--- config.mk ---
export PLATFORM = sky130hd
export DESIGN_NAME = record_player_flat
export DESIGN_NICKNAME = d
export VERILOG_FILES = /design/src/rtl/record_player_pkg.sv /design/src/rtl/record_player_if.sv /design/src/rtl/record_player_tick_timer.sv /design/src/rtl/record_player.sv /design/src/flat_wrapper.sv
export SDC_FILE = /design/constraint.sdc
export NUM_CORES = 1
export LEC_CHECK = 0
export CAP_MARGIN = 20
export CORE_ASPECT_RATIO = 1.2
export CORE_MARGIN = 4
export CORE_UTILIZATION = 50
export CTS_BUF_LIST = sky130_fd_sc_hd__clkbuf_16
export DETAILED_ROUTE_END_ITERATION = 12
export PLACE_DENSITY_LB_ADDON = 0.12
export SYNTH_ARGS = -nofsm -noshare
export SYNTH_HDL_FRONTEND = slang
export SYNTH_SLANG_ARGS = --single-unit
--- constraint.sdc ---
create_clock -name clk -period 4.6 [get_ports clk]
set_input_delay 0.92 -clock clk [delete_from_list [all_inputs] [get_ports clk]]
set_output_delay 0.92 -clock clk [all_outputs]
set_load 0.05 [all_outputs]
--- src/rtl/record_player_pkg.sv ---
// Shared widths, timing defaults, player state encoding and the
// note-duration helper for the record playback sequencer.
package record_player_pkg;

    localparam int REC_CNT_BITS   = 3;
    localparam int OCTAVE_BITS    = 3;
    localparam int NOTE_BITS      = 4;
    localparam int LENGTH_BITS    = 3;
    localparam int FULL_NOTE_BITS = 8;

    localparam int PLAY_TICK_DIV  = 50000;
    localparam int PLAY_GAP_TICKS = 10;

    typedef enum logic [2:0] {
        PS_IDLE  = 3'd0,
        PS_ADDR  = 3'd1,
        PS_FETCH = 3'd2,
        PS_LATCH = 3'd3,
        PS_PLAY  = 3'd4,
        PS_GAP   = 3'd5,
        PS_NEXT  = 3'd6,
        PS_FIN   = 3'd7
    } player_state_t;

    // Note length in ticks: the whole-note tick count divided by 2^length,
    // never shorter than one tick so every entry is audible/visible.
    function automatic logic [FULL_NOTE_BITS-1:0] note_duration(
        input logic [FULL_NOTE_BITS-1:0] full_note,
        input logic [LENGTH_BITS-1:0]    length
    );
        logic [FULL_NOTE_BITS-1:0] d;
        d = full_note >> length;
        if (d == '0) begin
            d = FULL_NOTE_BITS'(1);
        end
        return d;
    endfunction

endpackage

--- src/rtl/record_player_if.sv ---
// Read port of the note record memory. The player is the master that
// drives direction/enable/index; the memory returns registered data.
interface record_player_if;
    import record_player_pkg::*;

    logic                      rw;
    logic                      en;
    logic [REC_CNT_BITS-1:0]   cnt;
    logic [OCTAVE_BITS-1:0]    octave_r;
    logic [NOTE_BITS-1:0]      note_r;
    logic [LENGTH_BITS-1:0]    length_r;
    logic [FULL_NOTE_BITS-1:0] full_note_r;

    modport master (
        output rw, en, cnt,
        input  octave_r, note_r, length_r, full_note_r
    );

    modport slave (
        input  rw, en, cnt,
        output octave_r, note_r, length_r, full_note_r
    );

endinterface

--- src/rtl/record_player_tick_timer.sv ---
// Prescaler plus tick down-counter. A load restarts the prescaler and sets
// the tick count; tc is high on the last clock of the last tick.
module record_player_tick_timer #(
    parameter int TICK_DIV = 4,
    parameter int CNT_BITS = 8
) (
    input  logic                clk,
    input  logic                rst_n,
    input  logic                clear,
    input  logic                load,
    input  logic [CNT_BITS-1:0] load_val,
    output logic                tc
);

    localparam int PRE_BITS = (TICK_DIV > 1) ? $clog2(TICK_DIV) : 1;
    localparam logic [PRE_BITS-1:0] PRE_LAST = PRE_BITS'(TICK_DIV - 1);

    logic [PRE_BITS-1:0] pre_reg;
    logic [CNT_BITS-1:0] cnt_reg;
    logic                tick;

    assign tick = (pre_reg == PRE_LAST);
    assign tc   = tick && (cnt_reg == CNT_BITS'(1));

    // Prescaler wraps every TICK_DIV clocks and decrements the tick count;
    // an empty counter holds still so tc cannot fire spuriously.
    always_ff @(posedge clk or negedge rst_n) begin
        if (!rst_n) begin
            pre_reg <= '0;
            cnt_reg <= '0;
        end else if (clear) begin
            pre_reg <= '0;
            cnt_reg <= '0;
        end else if (load) begin
            pre_reg <= '0;
            cnt_reg <= load_val;
        end else if (cnt_reg != '0) begin
            if (tick) begin
                pre_reg <= '0;
                cnt_reg <= cnt_reg - CNT_BITS'(1);
            end else begin
                pre_reg <= pre_reg + PRE_BITS'(1);
            end
        end
    end

endmodule

--- src/rtl/record_player.sv ---
// Playback sequencer: walks record entries 0..len-1 through the memory
// read port, then plays each note for its duration followed by a gap.
module record_player
    import record_player_pkg::*;
#(
    parameter int TICK_DIV  = PLAY_TICK_DIV,
    parameter int GAP_TICKS = PLAY_GAP_TICKS
) (
    input  logic                   clk,
    input  logic                   rst_n,
    input  logic                   start,
    input  logic                   stop,
    input  logic [REC_CNT_BITS:0]  rec_len,
    record_player_if.master        rec,
    output logic [OCTAVE_BITS-1:0] play_octave,
    output logic [NOTE_BITS-1:0]   play_note,
    output logic                   tone_en,
    output logic                   busy,
    output logic                   done
);

    player_state_t             state_reg, state_next;
    logic [REC_CNT_BITS:0]     idx_reg, idx_next;
    logic [REC_CNT_BITS:0]     len_reg, len_next;
    logic [REC_CNT_BITS:0]     idx_inc;
    logic [OCTAVE_BITS-1:0]    oct_reg, oct_next;
    logic [NOTE_BITS-1:0]      note_reg, note_next;
    logic                      tmr_load;
    logic                      tmr_clear;
    logic [FULL_NOTE_BITS-1:0] tmr_val;
    logic                      tmr_tc;

    assign idx_inc = idx_reg + (REC_CNT_BITS + 1)'(1);

    record_player_tick_timer #(
        .TICK_DIV (TICK_DIV),
        .CNT_BITS (FULL_NOTE_BITS)
    ) u_timer (
        .clk      (clk),
        .rst_n    (rst_n),
        .clear    (tmr_clear),
        .load     (tmr_load),
        .load_val (tmr_val),
        .tc       (tmr_tc)
    );

    // State, index, length and latched note registers.
    always_ff @(posedge clk or negedge rst_n) begin
        if (!rst_n) begin
            state_reg <= PS_IDLE;
            idx_reg   <= '0;
            len_reg   <= '0;
            oct_reg   <= '0;
            note_reg  <= '0;
        end else begin
            state_reg <= state_next;
            idx_reg   <= idx_next;
            len_reg   <= len_next;
            oct_reg   <= oct_next;
            note_reg  <= note_next;
        end
    end

    // Next-state logic and timer control; stop overrides everything.
    always_comb begin
        state_next = state_reg;
        idx_next   = idx_reg;
        len_next   = len_reg;
        oct_next   = oct_reg;
        note_next  = note_reg;
        tmr_load   = 1'b0;
        tmr_clear  = 1'b0;
        tmr_val    = '0;
        if (stop) begin
            state_next = PS_IDLE;
            idx_next   = '0;
            len_next   = '0;
            oct_next   = '0;
            note_next  = '0;
            tmr_clear  = 1'b1;
        end else begin
            case (state_reg)
                PS_IDLE: begin
                    if (start) begin
                        len_next   = rec_len;
                        idx_next   = '0;
                        state_next = (rec_len == '0) ? PS_FIN : PS_ADDR;
                    end
                end
                PS_ADDR:  state_next = PS_FETCH;
                PS_FETCH: state_next = PS_LATCH;
                PS_LATCH: begin
                    oct_next   = rec.octave_r;
                    note_next  = rec.note_r;
                    tmr_load   = 1'b1;
                    tmr_val    = note_duration(rec.full_note_r, rec.length_r);
                    state_next = PS_PLAY;
                end
                PS_PLAY: begin
                    if (tmr_tc) begin
                        if (GAP_TICKS == 0) begin
                            state_next = PS_NEXT;
                        end else begin
                            state_next = PS_GAP;
                            tmr_load   = 1'b1;
                            tmr_val    = FULL_NOTE_BITS'(GAP_TICKS);
                        end
                    end
                end
                PS_GAP: begin
                    if (tmr_tc) begin
                        state_next = PS_NEXT;
                    end
                end
                PS_NEXT: begin
                    idx_next   = idx_inc;
                    state_next = (idx_inc == len_reg) ? PS_FIN : PS_ADDR;
                end
                PS_FIN:   state_next = PS_IDLE;
                default:  state_next = PS_IDLE;
            endcase
            // The finishing cycle presents a silent, cleared note.
            if (state_next == PS_FIN) begin
                oct_next  = '0;
                note_next = '0;
            end
        end
    end

    // Moore outputs decoded from the current state and latched note.
    always_comb begin
        rec.rw      = 1'b0;
        rec.en      = (state_reg == PS_FETCH) || (state_reg == PS_LATCH);
        rec.cnt     = '0;
        if ((state_reg == PS_ADDR) || (state_reg == PS_FETCH) || (state_reg == PS_LATCH)) begin
            rec.cnt = idx_reg[REC_CNT_BITS-1:0];
        end
        play_octave = oct_reg;
        play_note   = note_reg;
        tone_en     = (state_reg == PS_PLAY) && (note_reg != '0);
        busy        = (state_reg != PS_IDLE);
        done        = (state_reg == PS_FIN);
    end

endmodule

--- src/flat_wrapper.sv ---
// flat-port wrapper written by rule: the top's interface ports become plain ports
module record_player_flat import record_player_pkg::*;
#(
    parameter int TICK_DIV  = PLAY_TICK_DIV,
    parameter int GAP_TICKS = PLAY_GAP_TICKS
)
  (clk, rst_n, start, stop, rec_len, play_octave, play_note, tone_en, busy, done, rec_rw, rec_en, rec_cnt, rec_octave_r, rec_note_r, rec_length_r, rec_full_note_r);
  record_player_if rec_i ();
  input  logic clk;
  input  logic rst_n;
  input  logic start;
  input  logic stop;
  input  logic [REC_CNT_BITS:0] rec_len;
  output logic [OCTAVE_BITS-1:0] play_octave;
  output logic [NOTE_BITS-1:0] play_note;
  output logic tone_en;
  output logic busy;
  output logic done;
  output wire logic [$bits(rec_i.rw)-1:0] rec_rw;
  output wire logic [$bits(rec_i.en)-1:0] rec_en;
  output wire logic [$bits(rec_i.cnt)-1:0] rec_cnt;
  input wire logic [$bits(rec_i.octave_r)-1:0] rec_octave_r;
  input wire logic [$bits(rec_i.note_r)-1:0] rec_note_r;
  input wire logic [$bits(rec_i.length_r)-1:0] rec_length_r;
  input wire logic [$bits(rec_i.full_note_r)-1:0] rec_full_note_r;
  assign rec_rw = rec_i.rw;
  assign rec_en = rec_i.en;
  assign rec_cnt = rec_i.cnt;
  assign rec_i.octave_r = rec_octave_r;
  assign rec_i.note_r = rec_note_r;
  assign rec_i.length_r = rec_length_r;
  assign rec_i.full_note_r = rec_full_note_r;
  record_player #(.TICK_DIV(TICK_DIV), .GAP_TICKS(GAP_TICKS)) u_core (.clk(clk), .rst_n(rst_n), .start(start), .stop(stop), .rec_len(rec_len), .rec(rec_i), .play_octave(play_octave), .play_note(play_note), .tone_en(tone_en), .busy(busy), .done(done));
endmodule
==> summary.txt <==
Layout
  • Antenna cells: 0
  • Area growth syn-to-layout: 19.4%
  • Largest register FFs: 16
  • Net count, final: 377
  • Non-filler cells, final: 409
  • Layout cell share with drive strength beyond 1: 4.90%

GRT
  • Number of global-route vias before repair: 2380
  • Grt ovf: 0
  • GR Util All Layers: 19.2%
  • Pin count of the biggest net entering global routing: 43
  • Initial antenna violation count: 0
  • First-pass GRT wire length: 11100 um

Synthesis
  • Synth Flop Type: dfrtp_1
  • Syn nets: 350
  • Ys async rst share: 100%
  • Synthesis Warnings: 0
  • Seq/Total Area, Yosys: 37.1%
  • Synthesized flop and latch total: 42
  • Number of synthesized flops with an enable pin: 0
  • Avg Cell Area, Syn: 8.88 um^2
  • Netlist Area Pre-Place: 0.00283 mm^2
  • Synth unique cells: 58
  • Mapped Cells: 319

Clock network
  • Setup Fix Bufs, Post-CTS: 0
  • CTS buffer count: 5
  • CTS tree: done
  • Clock sinks: 42
  • Post-CTS sizing: 0
  • CTS clk-pin slew, worst paths: 0.06 ns
  • Skew-Pair Late Insertion Delay: 0.28 ns
  • H-tree depth: 2
  • Hold-fix buffers at CTS: 0
  • Clock Path Buffers: 2
  • Root buffer cell: clkbuf_16

Worst setup path
  • CP peak stage delay: 0.80 ns
  • Req. time, crit path: 3.68 ns
  • Slowest CP cell: clkdlybuf4s50_1
  • CP Buf/Inv Count: 1
  • CP Max Fanout: 16
  • Crit end category: output pin
  • CP arrival: 2.43 ns
  • Critical-path cell list: nor3b_1 -> o41a_1 -> clkdlybuf4s50_1
  • Critical path type: flop to output pin
  • Worst reg2reg setup slack: 1.66 ns
  • CP startpoint kind: flop
  • Crit-path leading delay family: buffers and inverters

Timing
  • Fin. max-slew vios: 0
  • Final hold vios: 0
  • RSZ-0062 raised after global routing: false
  • Min Tclk post-route: 3.35 ns
  • Slew margin rel.: 38.0%
  • Worst-margin pin slew: 0.930 ns
  • Final worst-path cycle share: 72.8%
  • Final setup vio count: 0
  • Post-route setup TNS: 0 ns
  • Fmax: 0.299 GHz
  • Clk_skew: 0.00545 ns

Detailed routing
  • First drt pass iteration count: 4
  • Routed length per placed instance: 15.7 um
  • Final ANT Viol Nets: 0
  • Initial detailed-routing violation count: 156
  • Post-DR vias/cell: 6.02
  • DRC viols: 0
  • Vias: 2461
  • DRT Wirelength: 6430 um

Floorplanning
  • Rows: 29
  • Core area: 0.00541 mm^2
  • Die Y-Extent: 90.4 um
  • # IOs: 41
  • Die X-Extent: 76.7 um
  • Starting Density: 52.4%
  • Die Area: 0.00694 mm^2

Flow run
  • Total of max-cap violations: 0

Power
  • Leak pwr: 0.00143 uW
  • Worst ir drop on vdd: 0.220 mV
  • Power Density: 437 mW/mm^2
  • Pwr Total: 1480 uW

Placement
  • Detailed Place HPWL: 4630 um
  • Placed cell count: 401
  • GP Congestion: 0.909
  • Port bufs: 39

Hold path
  • Class of the worst hold path: flop to flop

Run status
  • Status: finished, final reports clean
final timing paths:
kind	from	to	depth (start not counted)
setup / recovery	u_core.state_reg[2]	tone_en	3
hold / removal	u_core.u_timer.pre_reg[3]	u_core.u_timer.pre_reg[3]	1
setup reg to reg	u_core.state_reg[2]	u_core.u_timer.pre_reg[15]	6
hold reg to reg	u_core.u_timer.pre_reg[3]	u_core.u_timer.pre_reg[3]	1
max in group asynchronous	rst_n	u_core.idx_reg[1]	1
min in group asynchronous	rst_n	u_core.u_timer.pre_reg[7]	1
power by group:
group | switching [uW] | internal (uW)
Clock | 144 | 257
Sequential | 95.6 | 431
Combinational | 322 | 227
Total | 562 | 915
area by class of cell:
| class | count | area [um^2] |
|---|---|---|
| fillers | 476 | 2020 |
| well taps | 62 | 77.6 |
| clock buffers | 5 | 125 |
| repair buffers | 41 | 400 |
| clock inverters | 3 | 43.8 |
| multi-input cells | 249 | 1660 |
| flip-flops and latches | 42 | 1050 |
| inverters | 7 | 26.3 |
cell usage in the layout, fill, tap and decap left out, drive strengths merged, types with 5 or more instances in the layout:
master	count
dfrtp	42
clkdlybuf4s50	38
nor2	37
o21ai	26
mux2i	22
nand2	20
nor3	15
a21oi	14
xor2	11
nand3	10
and3	9
inv	8
nor3b	6
o31ai	5
o2111ai	5
ha	5
clkbuf	5
nor4	5
Yosys cell counts, types with 5 or more instances:
library cell	instances	area, um^2
dfrtp_1	42	1050
buf_2	5	25.0
o2111ai_1	5	43.8
clkbuf_1	12	45.0
xor2_1	11	96.3
ha_1	5	62.6
o31ai_1	5	37.5
mux2i_1	22	220
and3_1	9	56.3
nor2_1	36	135
nor3b_1	6	45.0
nand2_1	20	75.1
nand3_1	10	50.1
nor3_1	15	75.1
a21oi_1	14	70.1
inv_1	7	26.3
o21ai_0	24	120
cells by family after synthesis:
| kind of cell | Yosys count | share of synthesized area [%] |
|---|---|---|
| AO/OA/AOI/OAI | 77 | 17.9 |
| buffers and inverters | 28 | 4.33 |
| XOR/XNOR | 16 | 5.48 |
| other | 1 | 0.132 |
| AND/OR/NAND/NOR | 126 | 24.2 |
| flip-flops | 42 | 37.1 |
| adder cells (fa/ha/maj) | 5 | 2.21 |
| multiplexers | 24 | 8.57 |
per-stage QoR:
stage / hold WS [ns] / area, um^2 / setup slack, ns / utilization (%)
final: 0.525 / 3380 / 1.25 / 62.6
after global routing: 0.554 / 3380 / 1.13 / 62.6
after CTS: 0.519 / 3380 / 1.27 / 62.6
after detailed placement: 0.506 / 3210 / 1.34 / 59.4
after global placement: 0.509 / 3210 / 1.39 / 59.4
after floorplan: 0.470 / 2830 / 1.79 / -
layer usage:
layer  share of wire [%]  GRT usage, %  vias to the layer above
li1                    -             -                     1232
met3                 3.1          2.69                        8
met4                 1.4          5.74                        0
met2                  50          32.9                       41
met1                  45          24.9                     1180
met5                   0             0                        -
Power figures use the tool's default switching activity.
